[config.mk]
export PLATFORM = sky130hd
export DESIGN_NAME = mem_port_arbiter
export DESIGN_NICKNAME = d
export VERILOG_FILES = /design/src/rtl/mem_port_arbiter.sv
export SDC_FILE = /design/constraint.sdc
export NUM_CORES = 1
export LEC_CHECK = 0
export CORE_MARGIN = 2
export CORE_UTILIZATION = 47
export DETAILED_ROUTE_END_ITERATION = 12
export PLACE_DENSITY = 0.91
export SYNTH_ARGS = -nofsm -noshare
export SYNTH_HDL_FRONTEND = slang
export SYNTH_SLANG_ARGS = --single-unit
export TNS_END_PERCENT = 10
[constraint.sdc]
create_clock -name clock -period 2.7 [get_ports clock]
set_input_delay 0.675 -clock clock [delete_from_list [all_inputs] [get_ports clock]]
set_output_delay 0.675 -clock clock [all_outputs]
set_load 0.02 [all_outputs]
[src/rtl/mem_port_arbiter.sv]
// Arbiter sharing one memory port between instruction fetch and the memory stage.
// Data accesses win, bounded by a starvation guard; a watchdog aborts stuck transactions.
module mem_port_arbiter #(
    parameter int ADDR_W     = 32,
    parameter int DATA_W     = 32,
    parameter int STARVE_MAX = 4,
    parameter int TIMEOUT    = 255
) (
    input  logic              clock,
    input  logic              reset,
    input  logic              if_req,
    input  logic [ADDR_W-1:0] if_addr,
    output logic              if_ack,
    output logic [DATA_W-1:0] if_rdata,
    input  logic              mem_read,
    input  logic              mem_write,
    input  logic [ADDR_W-1:0] mem_addr,
    input  logic [DATA_W-1:0] mem_wdata,
    output logic              mem_ack,
    output logic [DATA_W-1:0] mem_rdata,
    output logic              bus_err,
    output logic              ram_en,
    output logic              ram_we,
    output logic [ADDR_W-1:0] ram_addr,
    output logic [DATA_W-1:0] ram_wdata,
    input  logic [DATA_W-1:0] ram_rdata,
    input  logic              ram_ready
);

    typedef enum logic [1:0] {IDLE, IF_BUSY, MEM_BUSY} state_t;

    localparam int SW = $clog2(STARVE_MAX + 1);
    localparam int WW = $clog2(TIMEOUT + 1);

    state_t          state;
    logic [SW-1:0]   starve;
    logic [WW-1:0]   wdog;
    logic            mem_pend;
    logic            if_pend;
    logic            grant_mem;
    logic            timeout_hit;

    // A requester seeing its ack this cycle is still holding its line; don't re-grant it.
    always_comb begin
        mem_pend    = (mem_read | mem_write) & ~mem_ack;
        if_pend     = if_req & ~if_ack;
        grant_mem   = mem_pend && !(if_pend && (starve == SW'(STARVE_MAX)));
        timeout_hit = (wdog == WW'(TIMEOUT - 1));
    end

    always_ff @(posedge clock or negedge reset) begin
        if (!reset) begin
            // NOTE: async reset clears every register, including the bus and data holding
            // registers, so an aborted transaction leaves nothing visible on the outputs.
            state     <= IDLE;
            starve    <= '0;
            wdog      <= '0;
            if_ack    <= 1'b0;
            if_rdata  <= '0;
            mem_ack   <= 1'b0;
            mem_rdata <= '0;
            bus_err   <= 1'b0;
            ram_en    <= 1'b0;
            ram_we    <= 1'b0;
            ram_addr  <= '0;
            ram_wdata <= '0;
        end else begin
            // NOTE: pulse outputs default low here and are overridden below; all state
            // uses non-blocking assignment so every branch sees pre-edge values.
            if_ack  <= 1'b0;
            mem_ack <= 1'b0;
            bus_err <= 1'b0;
            case (state)
                IDLE: begin
                    if (grant_mem) begin
                        state     <= MEM_BUSY;
                        ram_en    <= 1'b1;
                        ram_we    <= mem_write;
                        ram_addr  <= mem_addr;
                        ram_wdata <= mem_wdata;
                        wdog      <= '0;
                        if (!if_pend)
                            starve <= '0;
                        else if (starve != SW'(STARVE_MAX))
                            starve <= starve + 1'b1;
                    end else if (if_pend) begin
                        state     <= IF_BUSY;
                        ram_en    <= 1'b1;
                        ram_we    <= 1'b0;
                        ram_addr  <= if_addr;
                        ram_wdata <= '0;
                        wdog      <= '0;
                        starve    <= '0;
                    end
                end
                IF_BUSY, MEM_BUSY: begin
                    if (ram_ready || timeout_hit) begin
                        state   <= IDLE;
                        ram_en  <= 1'b0;
                        ram_we  <= 1'b0;
                        bus_err <= ~ram_ready;
                        if (state == IF_BUSY) begin
                            if_ack   <= 1'b1;
                            if_rdata <= ram_ready ? ram_rdata : '0;
                        end else begin
                            mem_ack   <= 1'b1;
                            mem_rdata <= (ram_ready && !ram_we) ? ram_rdata : '0;
                        end
                    end else begin
                        wdog <= wdog + 1'b1;
                    end
                end
                default: state <= IDLE;
            endcase
        end
    end

endmodule

==> run summary, run 1 <==
The count of warnings emitted by yosys came out at 0. In this run the worst path has a maximum fanout of 60. The via count came out at around 5700. The total number of H-tree levels is 4. The static leakage is 4.19 nW.

For this design, the slowest cell found on the critical path is sky130_fd_sc_hd__ha_1. Global routing finished with a remaining overflow of 0. For the finished layout, the period the worst path requires is 2.32 ns. The total power density per cell area is approximately 1200 nW/um^2. The fraction of layout cells with a size suffix above 1 came out at 0.0724.

The core occupancy in the finished layout is 0.730. The post-synthesis average cell area came out at 10.6 um^2. The pin count of the biggest net entering global routing is 73.

The worst-case headroom to the max-slew limit came out at 0.518. Across the run, the number of max-cap violations was 0. The horizontal die dimension came out at between 100 and 150 um. The flow ran to the end, and the final reports show no timing, DRC or antenna violations. The area share of the leading cell type in the synthesized netlist is 0.562.

The delay of the slowest critical-path stage came out at 0.51 ns. The number of pins with negative max-slew slack in the final report is 0. The depth of the worst register-to-register path is 7.

The clock-pin transition on the worst setup and hold timing paths came out at 0.06 ns. The reg2reg setup slack came out at approximately 0.38 ns. In the routed design, unresolved DRC markers number 0. In this run, synthesis inferred 0 flip-flops with an integrated enable. The arrival time reported for the critical path endpoint came out at 2.59 ns.

The number of hold violations in the final report came out at 0. The wire length of the first global-routing pass came out at 30300 um. The worst-margin pin slew came out at 0.721 ns. The number of standard-cell rows in the floorplan came out at 42. Summed over all instances, the cell type with the most area after synthesis is sky130_fd_sc_hd__dfrtp_1.

The maximum root-to-sink buffer count came out at 2. The post-cts gate resize count came out at 0. The required time at the worst-slack endpoint came out at 2.97 ns.

Sorting the synthesized cells by area gives the leading types as sky130_fd_sc_hd__dfrtp_1 56%, sky130_fd_sc_hd__o21ai_0 8.2%, sky130_fd_sc_hd__mux2i_1 5.1%. 267 I/O pins were placed. The congestion estimate from routability-driven global placement came to 0.823. The number of synthesized register bits is 146.

Setup repair after global routing left no endpoint under its margin. The final wirelength is 19300 um. The number of search-and-repair iterations in the first detailed-routing pass came out at 4. The die area is 14800 um^2.

The clock insertion delay at the later pin of the skew report is 0.41 ns. The wire-length estimate of the detail-placed layout is 13200 um. The post-cts hold buffer count is 0.

The count of clock tree sinks came out at ~150. For this run, the register share of the synthesized area comes to 0.562. The post-layout net count is ~1000. The effective utilization at floorplan is 0.485.

The worst setup path is of the reg2reg kind. The number of global-route vias before repair came out at between 5000 and 6000. The final setup violation count came out at 0. After clock tree synthesis, the setup repair step added 0 buffers.

Traced cell by cell, the critical path runs through inv_1 -> ha_1 -> nand4_1 -> o21a_2 -> buf_4 -> o21ai_0 -> o31ai_1. The design draws 12.0 mW. After synthesis the cells add up to approximately 6500 um^2. STA classifies the critical path endpoint as a flop.

The number of antenna violations at the first check in global routing is 0. Buffers placed on the I/O ports in this run total about 270. The dominant register cell in the synthesized netlist is sky130_fd_sc_hd__dfrtp_1. Counting every net in the synthesized netlist gives 753. In this run the critical register-to-register path is captured at mem_rdata[15]. Dividing the detail-routed via count by the number of cells gives approximately 5.5. The relative area change from synthesis to final layout came out at 50.5%. STA classifies the critical path startpoint as a flop. In this run the vertical extent of the chip is 122 um. The wire length per cell came out at 18.5 um. The final period utilization is 0.859. Across the VDD grid, the largest voltage drop is between 600 and 700 uV. The post-synthesis cell count is slightly above 600. The final total negative setup slack came out at 0 ns. The unique cell type count in the Yosys netlist came out at 40. The standard cell core area came out at around 13000 um^2.

The start of the worst register-to-register path is state[1]. The total global-route track usage came out at 0.265. The library cell with the highest instance count after synthesis is sky130_fd_sc_hd__dfrtp_1. In this run the clock root is driven by a sky130_fd_sc_hd__clkbuf_16. TritonCTS created 17 clock buffers. After the first detailed-routing iteration, the DRC count stood at 260. The fraction of synthesis flops using an asynchronous set or reset pin came out at 1.00.

TritonCTS built the clock tree. The path class of the tightest hold or removal check is in2async. 0 antenna diodes ended up in the layout. By count the netlist is led by 146 x sky130_fd_sc_hd__dfrtp_1, 106 x sky130_fd_sc_hd__o21ai_0, 72 x sky130_fd_sc_hd__nand2_1. The post-route clock skew came out at 0.00702 ns.

Derived from the worst setup path, the maximum achievable clock frequency is 431 MHz. The number of nets with antenna violations after detailed routing is 0.
[final cells by class]
cell class	count	area [um^2]
clock buffer	19	443
clock inverter	13	113
fill	897	3620
inverter	41	154
multi-input combinational	371	2380
sequential	146	3650
tap	176	220
timing repair buffer	280	2820
[report_power, final]
| part | switching [mW] | leakage, nW | total, mW | internal [mW] |
|---|---|---|---|---|
| clock network | 0.908 | 0.269 | 2.20 | 1.29 |
| logic | 3.34 | 2.08 | 6.01 | 2.67 |
| registers | 0.595 | 1.84 | 3.78 | 3.18 |
[metrics by stage]
| stage | area [um^2] | hold WS, ns | worst slack, ns | cells |
|---|---|---|---|---|
| finish | 9780 | 0.215 | 0.382 | 1046 |
| global route | 9780 | 0.236 | 0.151 | 1046 |
| CTS | 9780 | 0.233 | 0.361 | 1046 |
| detailed placement | 9230 | 0.469 | 0.139 | 1014 |
| global placement | 9230 | 0.460 | 0.157 | 1014 |
| floorplan | 6500 | 0.379 | 0.941 | 613 |
[logic make-up (layout without fill, tap and decap cells)]
group                    Yosys count  count (layout)  share of synthesized area
AO/OA/AOI/OAI                    198             198                      0.198
adder cells (fa/ha/maj)            6               6                     0.0115
buffers and inverters             96             353                     0.0747
flip-flops                       146             146                      0.562
multiplexers                      33              33                     0.0508
AND/OR/NAND/NOR                  134             134                      0.103
[registers in the layout (all words and copies together) (netlist names)]
| name | flops |
|---|---|
| if_ack | 1 |
| ram_wdata | 32 |
| ram_we | 1 |
| starve | 3 |
| ram_addr | 32 |
| state | 2 |
| wdog | 8 |
| bus_err | 1 |
| mem_rdata | 32 |
| mem_ack | 1 |
| ram_en | 1 |
| if_rdata | 32 |
[critical path: cells and delay by family, from the launching register on]
| family | cells | cell delay [ns] |
|---|---|---|
| flip-flops | 1 | 0.37 |
| AO/OA/AOI/OAI | 3 | 0.69 |
| AND/OR/NAND/NOR | 1 | 0.20 |
| adder cells (fa/ha/maj) | 1 | 0.51 |
| buffers and inverters | 2 | 0.38 |
[cell usage in the layout, fill, tap and decap left out, drive strengths merged, types with 19 or more instances in the layout]
| cell type | instances |
|---|---|
| clkbuf | 19 |
| nand2 | 72 |
| o31ai | 39 |
| a22o | 34 |
| dfrtp | 146 |
| clkdlybuf4s50 | 265 |
| nand4 | 35 |
| mux2i | 33 |
| inv | 42 |
| o21ai | 108 |
[per-layer routing]
metal / vias up / share of wire / global-route usage
met3: 51 / 0.094 / 0.105
li1: 2671 / - / -
met1: 2748 / 0.39 / 0.304
met2: 262 / 0.48 / 0.431
met5: - / 0 / 0
met4: 0 / 0.040 / 0.132
[worst max path at each step]
stage	slack, ns	from	endpoint
5_1_grt	0.15	state[1]	mem_rdata[15]
6_report	0.38	state[1]	mem_rdata[15]
4_1_cts	0.36	state[1]	mem_rdata[15]
3_5_place_dp	0.14	mem_write	ram_wdata[7]
2_1_floorplan	0.94	if_req	ram_we
3_3_place_gp	0.16	if_req	ram_wdata[9]
Power figures use the tool's default switching activity.
==> run 2, diff against run 1 <==
CORE_MARGIN = not set   (was 2)
==> run 2 against run 1 <==
Worst hold slack improved by 0.026 ns. Non-clock buffer count rose by 3. Clock power rose by 6%. Global-route usage rose by 2.3 points. Sequential power barely moved. Largest cell class unchanged. Critical path type unchanged. Worst setup slack got worse by 0.012 ns. Flip-flop and latch count did not move. Register-to-register slack barely moved. Clock-buffer cell count rose by 1. First-iteration DRC count rose by 35%. Power rose by 2.0%. Routed wire length rose by 4.2%.
==> run summary, run 2 (synthesis gave the netlist of run 1 again) <==
The final wirelength came out at 20200 um (+4.2%). The final worst hold slack is 0.241 ns (+0.0260 ns). The clock period minus final worst setup slack was 2.33 ns (+0.0124 ns). The post-cts gate resize count came out at 0 (unchanged). The number of standard-cell rows in the floorplan is 42 (unchanged). The number of buffers inserted during clock tree synthesis is 17 (unchanged). The static leakage is 4.22 nW (+0.79%). The post-cts hold buffer count came out at 0 (unchanged). The number of antenna violations at the first check in global routing came out at 0 (unchanged). STA classifies the critical path endpoint as a flop. STA classifies the critical path startpoint as a flop. The effective utilization at floorplan is 0.487 (+0.00191).

The delay of the slowest critical-path stage came to 0.56 ns (+0.05 ns). The final setup violation count is 0 (unchanged). The kind of path behind the tightest hold check is in2async. The final total negative setup slack came to 0 ns (unchanged). The fraction of layout cells with a size suffix above 1 is 0.0756 (+0.00319). The post-route clock skew came out at 0.00457 ns (-0.00246 ns).

The combined flip-flop and latch cell area is 3650 um^2 (unchanged). The pin count of the biggest net entering global routing was 68 (-6.8%). The achievable frequency is 429 MHz (-0.53%). The count of max-cap constraint violations came out at 0 (unchanged). The number of global-route vias before repair came out at 5837 (-0.61%).

The total power density per cell area is 1240 nW/um^2 (+1.3%). The total global-route track usage came out at 0.287 (+0.0228). The clock insertion delay at the later pin of the skew report was 0.41 ns (about the same). The total congestion overflow after global routing is 0 (unchanged).

The violation count after the first detailed-routing iteration came out at 352 (+35%). The standard cell core area is 13300 um^2 (-0.39%). The maximum root-to-sink buffer count is 2 (unchanged). The number of antenna diodes was 0 (unchanged). The number of search-and-repair iterations in the first detailed-routing pass came out at 5 (+1). The wire length per cell is 19.2 um (+3.9%). The area of the multi-input gates came to 2380 um^2 (unchanged). The wire length of the first global-routing pass is 31700 um (+4.5%). The die area is 14300 um^2 (-3.3%). The root buffer cell chosen for the clock tree is sky130_fd_sc_hd__clkbuf_16. The required time at the worst-slack endpoint is 2.98 ns (about the same). The vertical extent of the die came out at 120 um (-1.6%). The post-layout net count is 1000 (+0.30%). The count of clock tree sinks is 146 (unchanged).

The family with the most delay on the worst path is simple AND/OR/NAND/NOR gates. The total number of H-tree levels is 4 (unchanged). The top fanout value on the critical path is 33 (-45%). TritonCTS built the clock tree. The clock-pin transition on the worst setup and hold timing paths is 0.06 ns (about the same). The buffer count from post-CTS setup fixing was 0 (unchanged). The slowest stage of the critical path is the sky130_fd_sc_hd__ha_1 cell. The top cell types in the final layout, fill and taps aside, are 265 x sky130_fd_sc_hd__clkdlybuf4s50_1, 146 x sky130_fd_sc_hd__dfrtp_1, 106 x sky130_fd_sc_hd__o21ai_0, 72 x sky130_fd_sc_hd__nand2_1, 41 x sky130_fd_sc_hd__inv_1. The arrival time reported for the critical path endpoint came out at 2.61 ns (+0.02 ns). The number of filler cells placed in the layout is 887 (-1.1%). The post-detailed-route via-to-cell ratio is 5.51 (+0.64%). The horizontal die dimension came to 120 um (-1.6%).

The final weighted congestion of routability-driven global placement is 0.855 (+3.9%). The I/O pin count is 267 (unchanged). The number of hold violations in the final report came out at 0 (unchanged). Setup repair after global routing left no endpoint under its margin. The critical path is of the reg2reg type. The number of nets with antenna violations after detailed routing is 0 (unchanged). The number of buffer cells added on primary ports is 266 (unchanged). The run finished with clean final reports. The number of pins with negative max-slew slack in the final report is 0 (unchanged). The via count is 5785 (+0.92%). The final period utilization came to 0.863 (+0.00459). The signal on the critical path passes through inv_1 -> ha_1 -> nand4_1 -> o21ai_2 -> and2_4 -> o21ai_0. Compared with the post-synthesis result, the final layout area differs by 51.5%. Leaving out fill and tap cells, the most frequent cell in the layout is sky130_fd_sc_hd__clkdlybuf4s50_1. The post-detailed-placement half-perimeter wirelength is 14000 um (+6.0%). The worst-margin pin slew is 0.712 ns (-0.00967 ns). The number of buffers and inverters on the critical path is 1 (-1). The worst-case headroom to the max-slew limit is 0.524 (+0.00646). The maximum vdd ir drop came to 680 uV (+7.9%). The post-detailed-route DRC marker count came out at 0 (unchanged).
==> run 2: final cells by class <==
cell class,count,share of cell area
flip-flops and latches,146,0.371
clock inverters,12,0.0131
inverters,41,0.0156
repair buffers,283,0.290
clock buffers,20,0.0464
well taps,176,0.0224
multi-input cells,371,0.242
==> run 2: per-layer routing <==
metal	vias up	track usage	wire [um]
li1	2680	-	-
met1	2804	0.331	7760
met2	264	0.494	10200
met3	37	0.0970	1700
met4	0	0.107	498
met5	-	0	0
==> run 2: final timing paths <==
path	cells after the start	startpoint	end	slack (ns)
min reg2reg	2	ram_addr[3]	ram_addr[3]	0.49
max	6	state[0]	if_rdata[1]	0.37
min	1	reset	if_rdata[11]	0.24
max reg2reg	6	state[0]	if_rdata[1]	0.37
min in group clock	2	ram_addr[3]	ram_addr[3]	0.49
max in group asynchronous	2	reset	if_rdata[7]	1.80
==> run 2: through the flow <==
stage / cells / setup WS, ns / area [um^2] / total power [mW] / utilization
after floorplan: 613 / 0.941 / 6500 / 7.08 / -
after global placement: 1017 / 0.272 / 9260 / 9.62 / 0.694
after detailed placement: 1017 / 0.190 / 9260 / 9.86 / 0.694
after CTS: 1049 / 0.337 / 9850 / 12.3 / 0.738
after global routing: 1049 / 0.165 / 9850 / 12.9 / 0.738
final: 1049 / 0.369 / 9850 / 12.2 / 0.738
==> run 2: power breakdown <==
group,switching [mW],internal (mW),total [mW]
Combinational,3.37,2.72,6.09
Clock,0.930,1.41,2.34
Sequential,0.610,3.18,3.79
